File: config.mk
export PLATFORM = sky130hd
export DESIGN_NAME = sel1to4_demux_buf
export DESIGN_NICKNAME = d
export VERILOG_FILES = /design/src/rtl/sel1to4_demux_buf.sv
export SDC_FILE = /design/constraint.sdc
export NUM_CORES = 1
export LEC_CHECK = 0
export CAP_MARGIN = 20
export CORE_AREA = 2 2 39 41
export DETAILED_ROUTE_END_ITERATION = 16
export DIE_AREA = 0 0 41 43
export GPL_TIMING_DRIVEN = 0
export PLACE_DENSITY_LB_ADDON = 0.08
export SYNTH_ARGS = -nofsm -noshare
export SYNTH_HDL_FRONTEND = slang
export SYNTH_SLANG_ARGS = --single-unit
File: constraint.sdc
create_clock -name clk -period 2.52 [get_ports clk]
set_clock_uncertainty 0.2 [all_clocks]
set_input_delay 0.252 -clock clk [delete_from_list [all_inputs] [get_ports clk]]
set_output_delay 0.252 -clock clk [all_outputs]
set_load 0.005 [all_outputs]
File: src/rtl/sel1to4_demux_buf.sv
// 1-to-4 demultiplexer with a one-entry valid/ready output register per lane.
// The target lane comes from sel or from an internal round-robin pointer.
module sel1to4_demux_buf #(
   parameter int WIDTH = 1
) (
   input  logic               clk,
   input  logic               rst,
   input  logic [WIDTH-1:0]   din,
   input  logic [1:0]         sel,
   input  logic               auto_sel,
   input  logic               in_valid,
   output logic               in_ready,
   output logic [4*WIDTH-1:0] dout,
   output logic [3:0]         out_valid,
   input  logic [3:0]         out_ready,
   output logic [1:0]         rr_ptr
);

   logic [1:0]         rr_ptr_q, rr_ptr_d;
   logic [3:0]         valid_q, valid_d;
   logic [4*WIDTH-1:0] data_q, data_d;
   logic [1:0]         tgt;
   logic               accept;

   assign tgt      = auto_sel ? rr_ptr_q : sel;
   assign in_ready = !valid_q[tgt] | out_ready[tgt];
   assign accept   = in_valid & in_ready;

   // The pointer only moves on an auto-mode accept, so a full lane stalls rather than being skipped.
   always_comb begin
      rr_ptr_d = rr_ptr_q;
      if (accept && auto_sel) begin
         rr_ptr_d = rr_ptr_q + 2'd1;
      end
   end

   genvar gi;
   generate
      for (gi = 0; gi < 4; gi++) begin : g_lane
         logic load;
         assign load = accept && (tgt == gi[1:0]);

         // A reload wins over a drain in the same cycle, keeping the lane at full rate.
         always_comb begin
            valid_d[gi]                = valid_q[gi] & ~out_ready[gi];
            data_d[gi*WIDTH +: WIDTH]  = data_q[gi*WIDTH +: WIDTH];
            if (load) begin
               valid_d[gi]               = 1'b1;
               data_d[gi*WIDTH +: WIDTH] = din;
            end
         end
      end
   endgenerate

   always_ff @(posedge clk) begin
      if (rst) begin
         rr_ptr_q <= 2'd0;
         valid_q  <= 4'b0000;
         data_q   <= '0;
      end else begin
         rr_ptr_q <= rr_ptr_d;
         valid_q  <= valid_d;
         data_q   <= data_d;
      end
   end

   assign dout      = data_q;
   assign out_valid = valid_q;
   assign rr_ptr    = rr_ptr_q;

endmodule
==> load_flow_metrics.sql <==
INSERT INTO impl_metrics (metric_group, metric, value, unit) VALUES
('sta', 'slew_headroom', '72.5', '%'),
('placement', 'hpwlAfterDp', '739', 'um'),
('worst_setup_path', 'cell_class_contributing_the_biggest_share_of_worst_path_delay', 'buffers and inverters', ''),
('synth', 'synthesis.area_per_instance', '9.84', 'sq um'),
('die', 'die_width', '41', 'um'),
('sta', 'setup_viol', '0', ''),
('die', 'design.die.area', '1760', 'sq um'),
('sta', 'final_period_minus_worst_setup_slack', '2.29', 'ns'),
('detailed_routing', 'avgViaCountPerCell', '4.89', ''),
('synth', 'yosys_warnings', '0', ''),
('final_layout', 'nets', '83', ''),
('clock_tree', 'cts_root_buffer', 'clkbuf_4', ''),
('worst_setup_path', 'crit_path_start_kind', 'input port', ''),
('worst_setup_path', 'critical_path_start_end_classification', 'in -> out', ''),
('synth', 'synthMostInstantiatedCell', 'dfxtp_1', ''),
('final_layout', 'layout-area-overhead-vs-synth', '63.8', '%'),
('clock_tree', 'cts_made_buffers', '3', ''),
('status', 'run_status', 'finished clean', ''),
('final_layout', 'post_route_cells_drive_above_1_share', '12.7', '%'),
('die', 'floorplan.core_area', '1380', 'sq um'),
('sta', 'finalSetupTns', '0', 'ns'),
('clock_tree', 'clk_pin_slew_worst_paths', '0.07', 'ns'),
('synth', 'netlist_instances', '45', ''),
('sta', 'final-hold-violation-count', '0', ''),
('global_route', 'grt_first_pass_wirelength', '1480', 'um'),
('global_route', 'via_count_of_the_first_global_routing_pass', '341', ''),
('global_route', 'globalRouteTotalUtil', '13.5', '%'),
('synth', 'postSynthNetCount', '56', ''),
('synth', 'post_synth_most_frequent_cells', 'dfxtp_1, mux2i_1, a21oi_1', ''),
('sta', 'worstMarginPinSlew', '0.412', 'ns'),
('pwr', 'power-per-cell-area', '528', 'nW/um^2'),
('synth', 'ys_ff_latch', '10', ''),
('worst_setup_path', 'cp_cell_sequence', 'dlygate4sd2_1 > mux2i_4 > mux2i_2 > mux2i_1 > clkdlybuf4s50_1', ''),
('pwr', 'total_power', '0.000383', 'W'),
('final_layout', 'fill_cells', '152', ''),
('sta', 'fin_hold_ws', '0.154', 'ns'),
('sta', 'min_period_over_period', '91.0', '%'),
('detailed_routing', 'firstDrtPassIters', '4', ''),
('detailed_routing', 'route.vias.total', '425', ''),
('synth', 'yosysUniqueCellTypes', '16', ''),
('worst_setup_path', 'maximum_fanout_along_the_worst_path', '4', ''),
('placement', 'post-place-ws', '-0.106', 'ns'),
('sta', 'grt_setup_unrepaired', 'no', ''),
('placement', 'dpl_cell_area', '663', 'sq um'),
('clock_tree', 'cts.path.max_buffers', '2', ''),
('synth', 'synth_ff_type', 'dfxtp_1', ''),
('worst_setup_path', 'cp_slowest_stage_delay', '0.45', 'ns'),
('worst_setup_path', 'critical_path_buf_inv_count', '2', ''),
('detailed_routing', 'ant_nets', '0', ''),
('worst_setup_path', 'critical-path-slowest-cell', 'clkdlybuf4s50_1', ''),
('sta', 'fin_ws', '0.227', 'ns'),
('final_layout', 'postLayoutCellArea', '726', 'sq um'),
('clock_tree', 'numClockSinks', '10', ''),
('die', 'pin_count', '22', ''),
('synth', 'netlist_top_cells_area', 'dfxtp_1, mux2i_1, a21oi_1, nand2b_1, nand4b_1', ''),
('worst_setup_path', 'critPathRequiredTime', '2.07', 'ns'),
('pwr', 'peakVddDrop', '364', 'uV'),
('global_route', 'grt_start_max_net_pins', '11', ''),
('global_route', 'globalRouteOverflowTotal', '0', ''),
('detailed_routing', 'drc', '0', ''),
('sta', 'maxClockFrequency', '436', 'MHz'),
('run', 'max_cap_violations', '0', ''),
('detailed_routing', 'route.final.wire_length', '1030', 'um'),
('synth', 'post-synth-top-area-fraction', '45.2', '%'),
('placement', 'gp_congestion', '0.712', ''),
('clock_tree', 'tritoncts', 'yes', ''),
('die', 'std_cell_rows', '14', ''),
('synth', 'seq_area_frac_synth', '45.2', '%'),
('detailed_routing', 'drt-initial-drc-count', '7', ''),
('pwr', 'leakage', '0.288', 'nW'),
('clock_tree', 'htree_num_levels', '1', '');
[per-stage QoR]
step | utilization (%) | cells
after floorplan | - | 45
after global routing | 52.4 | 87
after detailed placement | 47.9 | 81
after global placement | 47.9 | 81
after CTS | 52.4 | 87
final | 52.4 | 87
[worst paths after layout]
path	depth (start not counted)	endpoint	slack [ns]	from
max reg2reg	4	rr_ptr[1]	0.86	rr_ptr[1]
min reg2reg	2	dout[1]	0.29	dout[1]
min	2	dout[3]	0.15	rst
max	5	in_ready	0.23	auto_sel
[cell type report]
type	instances	area (sq um)	share of cell area (%)
Buffer	1	3.75	0.517
Clock buffer	4	36.3	5.00
Inverter	1	3.75	0.517
Multi-Input combinational cell	33	248	34.1
Sequential cell	10	200	27.6
Tap cell	16	20.0	2.76
Timing Repair Buffer	22	214	29.5
[layout by cell type, fill, tap and decap left out, types with 2 or more instances in the layout]
cell and instances:
clkdlybuf4s50_1 19, dfxtp_1 10, mux2i_1 7, a21oi_1 6
nand2b_1 4, nor2_1 4, clkbuf_4 3, nand4b_1 2
nand4_1 2, buf_4 2
[cell families (layout without fill, tap and decap cells)]
group	Yosys count	count (layout)	synth area share, %
AOI/OAI and AO/OA	8	8	9.60
buffers and inverters	2	28	1.69
DFF	10	10	45.2
muxes	10	10	23.7
and+or+nand+nor	15	15	19.8
[power breakdown]
group / internal, W / switching (W) / total, W
registers: 0.000165 / 0.00000451 / 0.000170
logic: 0.0000417 / 0.0000248 / 0.0000664
clock network: 0.0000878 / 0.0000592 / 0.000147
total: 0.000294 / 0.0000885 / 0.000383
[flip-flops by register name (all words and copies together), names as in the netlist]
register	cells
rr_ptr	2
dout	4
out_valid	4
[routing by layer]
layer	GRT usage (%)	up-vias	wire length, um
met3	9.42	0	94
met4	6.00	0	0
met5	0	-	0
li1	-	216	-
met2	17.2	16	469
met1	16.9	193	467
[timing repair]
item,4_1_cts,5_1_grt
endpoints found under the hold margin,0,0
resized for setup,3,0
setup endpoints to repair,1,0
setup buffers,2,0
Power figures use the tool's default switching activity.
